<file path="src/rtl/dice_ctrl_pkg.sv">
// Shared types and helpers for the dice roll controller.
//   state_t   : controller FSM states
//   face_t    : 3-bit face value driven to the eight_dice decoder
//   FACE_MIN  : lowest face value
//   face_next : advance a face value, wrapping from fmax back to FACE_MIN
package dice_ctrl_pkg;

  typedef enum logic [1:0] {
    IDLE,
    ROLL,
    SHOW
  } state_t;

  typedef logic [2:0] face_t;

  localparam face_t FACE_MIN = 3'd1;

  function automatic face_t face_next(input face_t f, input face_t fmax);
    return (f >= fmax) ? FACE_MIN : face_t'(f + 3'd1);
  endfunction

endpackage

</file>
<file path="src/rtl/button_debounce.sv">
// Two-flop synchronizer plus debounce counter for the roll button.
//   clk, rst : clock, asynchronous active-high reset
//   btn_i    : raw asynchronous button, active-high
//   level_o  : synchronized button level
//   press_o  : one-cycle pulse once the level has been high for DEBOUNCE_CYCLES cycles;
//              re-armed only after the level returns to 0
module button_debounce #(
  parameter int unsigned DEBOUNCE_CYCLES = 65536
) (
  input  logic clk,
  input  logic rst,
  input  logic btn_i,
  output logic level_o,
  output logic press_o
);

  localparam int unsigned CW = $clog2(DEBOUNCE_CYCLES + 1);
  localparam logic [CW-1:0] CNT_LAST = CW'(DEBOUNCE_CYCLES - 1);
  localparam logic [CW-1:0] CNT_MAX  = CW'(DEBOUNCE_CYCLES);

  logic          r_sync1;
  logic          r_sync2;
  logic          r_press;
  logic [CW-1:0] r_cnt;

  always_ff @(posedge clk or posedge rst) begin
    if (rst) begin
      r_sync1 <= 1'b0;
      r_sync2 <= 1'b0;
      r_cnt   <= '0;
      r_press <= 1'b0;
    end else begin
      r_sync1 <= btn_i;
      r_sync2 <= r_sync1;
      // Counter saturates at CNT_MAX, so CNT_LAST is crossed only once per high level.
      if (!r_sync2) begin
        r_cnt <= '0;
      end else if (r_cnt != CNT_MAX) begin
        r_cnt <= r_cnt + CW'(1);
      end
      r_press <= r_sync2 && (r_cnt == CNT_LAST);
    end
  end

  assign level_o = r_sync2;
  assign press_o = r_press;

endmodule

</file>
<file path="src/rtl/dice_roll_controller.sv">
// Dice display sequencer: debounced roll button, decelerating roll animation, held final face.
//   clk, rst    : clock, asynchronous active-high reset
//   btn_i       : raw roll button, active-high
//   face_o      : current face 1..FACE_MAX (eight_dice decoder select)
//   rolling_o   : high while the animation runs
//   done_o      : one-cycle pulse on entry to SHOW
//   scan_tick_o : one-cycle enable every SCAN_DIV cycles for the row/column scanner
// Optional build macro DICE_HOLD_ROLL_EN: while the button stays held after the press the face
// spins at the fastest step rate; deceleration starts when the synchronized level falls.
module dice_roll_controller
  import dice_ctrl_pkg::*;
#(
  parameter int unsigned DEBOUNCE_CYCLES = 65536,
  parameter int unsigned STEP_BASE       = 1000000,
  parameter int unsigned NUM_STEPS       = 12,
  parameter int unsigned FACE_MAX        = 6,
  parameter int unsigned SCAN_DIV        = 4096
) (
  input  logic       clk,
  input  logic       rst,
  input  logic       btn_i,
  output logic [2:0] face_o,
  output logic       rolling_o,
  output logic       done_o,
  output logic       scan_tick_o
);

  localparam int unsigned KW = $clog2(NUM_STEPS + 1);
  localparam int unsigned SW = $clog2(SCAN_DIV);
  localparam logic [KW-1:0] K_LAST      = KW'(NUM_STEPS - 1);
  localparam logic [SW-1:0] SCAN_LAST   = SW'(SCAN_DIV - 1);
  localparam face_t         FMAX        = face_t'(FACE_MAX);
  localparam logic [31:0]   STEP_BASE_W = 32'(STEP_BASE);

  logic w_level;
  logic w_press;

  button_debounce #(
    .DEBOUNCE_CYCLES(DEBOUNCE_CYCLES)
  ) u_debounce (
    .clk    (clk),
    .rst    (rst),
    .btn_i  (btn_i),
    .level_o(w_level),
    .press_o(w_press)
  );

  state_t        r_state, w_state_next;
  face_t         r_face, w_face_next;
  face_t         r_seed;
  logic [31:0]   r_timer, w_timer_next;
  logic [KW-1:0] r_k, w_k_next;
  logic          r_done, w_done_next;
  logic [SW-1:0] r_scan;

  logic [31:0]   w_timer_eff;
  logic [31:0]   w_limit;
  logic          w_step_end;
  logic          w_hold_phase;

`ifdef DICE_HOLD_ROLL_EN
  logic r_hold, w_hold_next;

  // Falling level restarts the step timer so the first decelerating step starts that cycle.
  assign w_hold_phase = r_hold && w_level;
  assign w_timer_eff  = (r_hold && !w_level) ? 32'd0 : r_timer;
`else
  assign w_hold_phase = 1'b0;
  assign w_timer_eff  = r_timer;
`endif

  // Step k lasts STEP_BASE*(k+1) cycles; k stays 0 during a hold phase.
  assign w_limit    = STEP_BASE_W * (32'(r_k) + 32'd1);
  assign w_step_end = (w_timer_eff == w_limit - 32'd1);

  always_comb begin
    w_state_next = r_state;
    w_face_next  = r_face;
    w_timer_next = r_timer;
    w_k_next     = r_k;
    w_done_next  = 1'b0;
`ifdef DICE_HOLD_ROLL_EN
    w_hold_next  = r_hold;
`endif
    unique case (r_state)
      IDLE, SHOW: begin
        if (w_press) begin
          w_state_next = ROLL;
          w_face_next  = r_seed;
          w_timer_next = 32'd0;
          w_k_next     = '0;
`ifdef DICE_HOLD_ROLL_EN
          w_hold_next  = 1'b1;
`endif
        end
      end
      ROLL: begin
`ifdef DICE_HOLD_ROLL_EN
        w_hold_next = w_hold_phase;
`endif
        if (w_step_end) begin
          w_face_next  = face_next(r_face, FMAX);
          w_timer_next = 32'd0;
          if (!w_hold_phase) begin
            if (r_k == K_LAST) begin
              w_state_next = SHOW;
              w_done_next  = 1'b1;
            end else begin
              w_k_next = r_k + KW'(1);
            end
          end
        end else begin
          w_timer_next = w_timer_eff + 32'd1;
        end
      end
      default: begin
        w_state_next = IDLE;
      end
    endcase
  end

  always_ff @(posedge clk or posedge rst) begin
    if (rst) begin
      r_state <= IDLE;
      r_face  <= FACE_MIN;
      r_timer <= 32'd0;
      r_k     <= '0;
      r_done  <= 1'b0;
`ifdef DICE_HOLD_ROLL_EN
      r_hold  <= 1'b0;
`endif
    end else begin
      r_state <= w_state_next;
      r_face  <= w_face_next;
      r_timer <= w_timer_next;
      r_k     <= w_k_next;
      r_done  <= w_done_next;
`ifdef DICE_HOLD_ROLL_EN
      r_hold  <= w_hold_next;
`endif
    end
  end

  // Free-running seed and scan divider, independent of the FSM.
  always_ff @(posedge clk or posedge rst) begin
    if (rst) begin
      r_seed <= FACE_MIN;
      r_scan <= '0;
    end else begin
      r_seed <= face_next(r_seed, FMAX);
      r_scan <= (r_scan == SCAN_LAST) ? '0 : r_scan + SW'(1);
    end
  end

  assign face_o      = r_face;
  assign rolling_o   = (r_state == ROLL);
  assign done_o      = r_done;
  assign scan_tick_o = (r_scan == SCAN_LAST);

endmodule
</file>
<file path="config.mk">
export PLATFORM = sky130hd
export DESIGN_NAME = dice_roll_controller
export DESIGN_NICKNAME = d
export VERILOG_FILES = /design/src/rtl/dice_ctrl_pkg.sv /design/src/rtl/button_debounce.sv /design/src/rtl/dice_roll_controller.sv
export SDC_FILE = /design/constraint.sdc
export NUM_CORES = 1
export LEC_CHECK = 0
export BUFFER_PORTS_ARGS = -buffer_cell sky130_fd_sc_hd__buf_2
export CAP_MARGIN = 25
export CORE_UTILIZATION = 44
export DETAILED_ROUTE_END_ITERATION = 16
export PLACE_DENSITY = 0.64
export SETUP_SLACK_MARGIN = 0.15
export SYNTH_ARGS = -nofsm -noshare
export SYNTH_HDL_FRONTEND = slang
export SYNTH_SLANG_ARGS = --single-unit
</file>
<file path="constraint.sdc">
create_clock -name clk -period 5.4 [get_ports clk]
set_clock_uncertainty 0.1 [all_clocks]
set_input_delay 1.35 -clock clk [delete_from_list [all_inputs] [get_ports clk]]
set_output_delay 1.35 -clock clk [all_outputs]
set_load 0.05 [all_outputs]
</file>
==> run_results.csv <==
group,metric,value,unit
outcome,status,"finished, final reports clean",
clocking,cts.reportedPaths.clkPinSlew,0.06,ns
yosys,synth_area,0.00569,sq mm
worst_setup_path,worst-endpoint-required,5.50,ns
final_layout,fin_cells,848,
yosys,synth.net_count,671,
final_layout,n_antenna_cell,0,
floorplan,die_width,116,um
min_path,hold_start,"u_debounce.r_sync1$_DFF_PP0_",
route,drt-wirelength-per-cell,15.9,um
sta,maxSlewHeadroom,50.7,%
worst_setup_path,worstRegToRegCells,16,
yosys,synth-main-ff-cell,"sky130_fd_sc_hd__dfrtp_1",
floorplan,floorplan.die.height,116,um
clocking,tritoncts,"yes",
worst_setup_path,element_type_at_the_critical_path_start,"flip-flop",
final_layout,multi_input_area,0.00386,sq mm
flow_run,max_cap_violations,0,
grt,grt_max_degree,49,
grt,globalRouteOverflowTotal,0,
route,final_antenna_net_count,0,
floorplan,rows,41,
min_path,min_delay_worst_endpoint,"u_debounce.level_o$_DFF_PP0_",
power_and_ir_drop,power_density,182,mW/mm^2
worst_setup_path,reg2reg_setup_slack,0.21,ns
yosys,synth-simple-area-share,24.0,%
worst_setup_path,crit_fanout,6,
yosys,synth_cell_type_count,73,
grt,met2_track_utilization_from_global_routing,35.6,%
final_layout,layout.area.seq,0.00193,sq mm
yosys,post_synth_edffs,0,
clocking,cts-root-to-sink-buffers,2,
clocking,numClockSinks,77,
clocking,worstSkewPairLatency,0.33,ns
placed_design,globalplace.congestion,0.872,
yosys,largest_family_of_logic_cells_by_synthesized_area,"simple AND/OR/NAND/NOR gates",
yosys,synth_area_leaders,"sky130_fd_sc_hd__dfrtp_1 33%, sky130_fd_sc_hd__ha_1 8.8%, sky130_fd_sc_hd__xor2_1 6.0%",
route,detail_route.vias_per_cell,5.59,
power_and_ir_drop,finalPower,1250,uW
grt,wire_length_of_the_first_global_routing_pass,22300,um
yosys,asyncSetResetFlopFracSynth,100,%
placed_design,port-buffer-count,8,
sta,rsz0062_at_grt,"true",
yosys,ys_seq_elements,77,
sta,drv_slew,0,
yosys,netlist.area_leader.share,33.0,%
route,dr.pass1.iters,4,
min_path,timing.hold.worst_path_depth,0,
clocking,cts_hold_buffers,0,
grt,grt_util_met3,3.45,%
final_layout,share_of_cells_above_drive_strength_1,18.5,%
floorplan,floorplan.die_area,0.0134,sq mm
clocking,tritoncts.num_buffers,9,
sta,fmaxAchievable,0.193,GHz
placed_design,dp_hpwl,9870,um
power_and_ir_drop,static-leakage-power,0.00307,uW
yosys,netlist_instances,622,
sta,minimum_clock_period_after_layout,5.19,ns
yosys,synth.yosys.seq_area_share,33.9,%
clocking,htreeDepth,3,
route,route.vias.total,4741,
route,drc_errors,0,
sta,final_setup_violation_count,0,
power_and_ir_drop,vdd_ir_drop_max,205,uV
floorplan,fp.coreArea,0.0126,sq mm
route,finalWirelength,13500,um
sta,timing_hold_violations_final,0,
yosys,netlist.top_cell.by_area,"sky130_fd_sc_hd__dfrtp_1",
yosys,synthXorXnorAreaFrac,12.7,%
clocking,ctsRootBufferMaster,"sky130_fd_sc_hd__clkbuf_16",
worst_setup_path,r2r-end,"face_o[2]$_DFFE_PP0P_",
route,drt_iter0_markers,371,
grt,first_global_vias,4604,
worst_setup_path,setup.worst_path.class,"reg2reg",
min_path,worstHoldPathType,"reg2reg",
worst_setup_path,rr_startpoint,"r_k[1]$_DFFE_PP0P_",
yosys,post_synth_fa_ha_maj_area_fraction,10.9,%
grt,grtUsageMet1,27.8,%
grt,antenna_found_initial,0,
final_layout,nets,720,
grt,grt_busiest_layer,"met2",
final_layout,area_delta_synth_final,21.1,%
yosys,share_of_synthesized_area_spent_on_multiplexers,0.572,%
worst_setup_path,timing.critical_path.from,"r_k[1]$_DFFE_PP0P_",
yosys,synth_compound_area_share,14.3,%
placed_design,placed_cells,813,
sta,final.period_utilization,96.2,%
yosys,synth.yosys.warnings,0,
sta,worstMarginPinSlew,0.740,ns
worst_setup_path,endpoint_kind,"flip-flop",
yosys,synth_area_per_inst,9.14,sq um
grt,groute.usage.overall,21.2,%
final_layout,fillerInstances,1145,
worst_setup_path,worstPathArrival,5.29,ns
floorplan,top_level_ports,9,
floorplan,initial_utilization,45.1,%
-- registers in the layout (all words and copies together) (netlist names) --
| register | cells |
|---|---|
| u_debounce.r_sync1 | 1 |
| done_o | 1 |
| r_timer | 32 |
| u_debounce.level_o | 1 |
| u_debounce.press_o | 1 |
| r_state | 2 |
| r_k | 4 |
| r_seed | 3 |
| face_o | 3 |
| u_debounce.r_cnt | 17 |
| r_scan | 12 |
-- logic make-up after synthesis --
group | Yosys count
AO/OA/AOI/OAI | 107
adder cells (fa/ha/maj) | 46
AND/OR/NAND/NOR | 263
flip-flops | 77
multiplexers | 3
XOR/XNOR | 78
buffers and inverters | 48
-- worst max-delay path by stage --
| stage | to | slack [ns] | cells after the start |
|---|---|---|---|
| 6_report | face_o[2]$_DFFE_PP0P_ | 0.21 | 16 |
| 5_1_grt | face_o[1]$_DFFE_PP0P_ | 0.01 | 21 |
| 4_1_cts | face_o[2]$_DFFE_PP0P_ | 0.16 | 16 |
| 3_5_place_dp | face_o[2]$_DFFE_PP0P_ | -0.003 | 18 |
| 3_3_place_gp | face_o[2]$_DFFE_PP0P_ | 0.13 | 16 |
| 2_1_floorplan | r_k[0]$_DFFE_PP0P_ | 0.17 | 19 |
-- layout by cell type, fill, tap and decap left out, types with 4 or more instances in the layout --
cell type | Yosys | routed
sky130_fd_sc_hd__nand3b_1 | 4 | 4
sky130_fd_sc_hd__xnor2_1 | 36 | 36
sky130_fd_sc_hd__nor3_1 | 16 | 16
sky130_fd_sc_hd__nand3_1 | 25 | 23
sky130_fd_sc_hd__buf_2 | 3 | 9
sky130_fd_sc_hd__inv_2 | 1 | 4
sky130_fd_sc_hd__o21a_1 | 4 | 4
sky130_fd_sc_hd__a21oi_1 | 9 | 8
sky130_fd_sc_hd__nor4_1 | 13 | 10
sky130_fd_sc_hd__or3_1 | 10 | 9
sky130_fd_sc_hd__fa_1 | 6 | 6
sky130_fd_sc_hd__nor2b_1 | 5 | 5
sky130_fd_sc_hd__a21boi_0 | 6 | 6
sky130_fd_sc_hd__o21ai_0 | 21 | 18
sky130_fd_sc_hd__and2_1 | 17 | 17
sky130_fd_sc_hd__buf_4 | 1 | 40
sky130_fd_sc_hd__a31oi_1 | 8 | 7
sky130_fd_sc_hd__a211oi_1 | 5 | 4
sky130_fd_sc_hd__nand4_1 | 23 | 23
sky130_fd_sc_hd__inv_1 | 29 | 26
sky130_fd_sc_hd__nand2_1 | 44 | 44
sky130_fd_sc_hd__ha_4 | 0 | 9
sky130_fd_sc_hd__nand2b_1 | 8 | 8
sky130_fd_sc_hd__ha_1 | 40 | 29
sky130_fd_sc_hd__dfrtp_1 | 75 | 74
sky130_fd_sc_hd__and3_1 | 12 | 11
sky130_fd_sc_hd__a21o_1 | 9 | 9
sky130_fd_sc_hd__clkbuf_16 | 0 | 9
sky130_fd_sc_hd__xor2_1 | 39 | 37
sky130_fd_sc_hd__buf_6 | 2 | 6
sky130_fd_sc_hd__nor2_1 | 67 | 67
sky130_fd_sc_hd__o2111ai_1 | 4 | 4
-- per-layer routing --
layer | vias up | wire length [um]
met5 | - | 0
li1 | 2339 | -
met3 | 23 | 475
met2 | 92 | 6710
met4 | 0 | 316
met1 | 2287 | 6020
-- report_power, final --
| group | switching, uW | internal, uW | total (uW) |
|---|---|---|---|
| clock | 233 | 416 | 649 |
| sequential | 3.57 | 580 | 583 |
| combinational | 14.9 | 7.27 | 22.2 |
-- metrics by stage --
step	hold slack (ns)	cell area [sq um]	setup TNS [ns]	worst slack, ns	utilization, %
floorplan	0.231	5730	0	0.166	-
global placement	0.234	6100	0	0.125	48.3
detailed placement	0.239	6100	-0.00322	-0.00322	48.3
CTS	0.252	6510	0	0.159	51.6
global route	0.262	6890	0	0.0121	54.6
finish	0.256	6890	0	0.207	54.6
-- worst max-delay path, stage by stage, from the launching register on --
cell and delay (ns):
sky130_fd_sc_hd__dfrtp_1 0.42, sky130_fd_sc_hd__ha_4 0.20, sky130_fd_sc_hd__xor2_4 0.20, sky130_fd_sc_hd__ha_4 0.24, sky130_fd_sc_hd__ha_4 0.26, sky130_fd_sc_hd__fa_1 0.44
sky130_fd_sc_hd__ha_4 0.34, sky130_fd_sc_hd__nand3_4 0.08, sky130_fd_sc_hd__or4_4 0.55, sky130_fd_sc_hd__o32a_1 0.19, sky130_fd_sc_hd__a211o_4 0.37, sky130_fd_sc_hd__a211o_1 0.35
sky130_fd_sc_hd__a2111oi_4 0.36, sky130_fd_sc_hd__a22oi_2 0.14, sky130_fd_sc_hd__or3_4 0.46, sky130_fd_sc_hd__o311ai_4 0.22, sky130_fd_sc_hd__o211ai_1 0.13
-- cell usage after synthesis, types with 4 or more instances --
cell and instances:
sky130_fd_sc_hd__o2111ai_1 4, sky130_fd_sc_hd__a21o_1 9, sky130_fd_sc_hd__a211oi_1 5, sky130_fd_sc_hd__nor3_1 16
sky130_fd_sc_hd__a31oi_1 8, sky130_fd_sc_hd__a21boi_0 6, sky130_fd_sc_hd__clkbuf_1 12, sky130_fd_sc_hd__nand2_1 44
sky130_fd_sc_hd__or3_1 10, sky130_fd_sc_hd__and2_1 17, sky130_fd_sc_hd__xor2_1 39, sky130_fd_sc_hd__nand4_1 23
sky130_fd_sc_hd__nor2_1 67, sky130_fd_sc_hd__ha_1 40, sky130_fd_sc_hd__o21a_1 4, sky130_fd_sc_hd__xnor2_1 36
sky130_fd_sc_hd__fa_1 6, sky130_fd_sc_hd__inv_1 29, sky130_fd_sc_hd__nor2b_1 5, sky130_fd_sc_hd__nand2b_1 8
sky130_fd_sc_hd__nor4_1 13, sky130_fd_sc_hd__nand3b_1 4, sky130_fd_sc_hd__dfrtp_1 75, sky130_fd_sc_hd__nand3_1 25
sky130_fd_sc_hd__a21oi_1 9, sky130_fd_sc_hd__o41ai_1 5, sky130_fd_sc_hd__o21ai_0 21, sky130_fd_sc_hd__and3_1 12
-- what timing repair did --
action                     in CTS  in global routing
setup buffers                   2                 15
setup endpoints to repair      34                 42
gates resized for setup        12                 39
pin swaps                       5                 27
gates cloned                    0                  1
-- area by class of cell --
type	count	area share, %
clock buffer	10	3.47
clock inverter	6	1.25
inverter	30	1.63
multi-input combinational	497	56.1
sequential	77	28.0
tap	172	3.12
timing repair buffer	56	6.39
(Power assumes the default switching activity.)
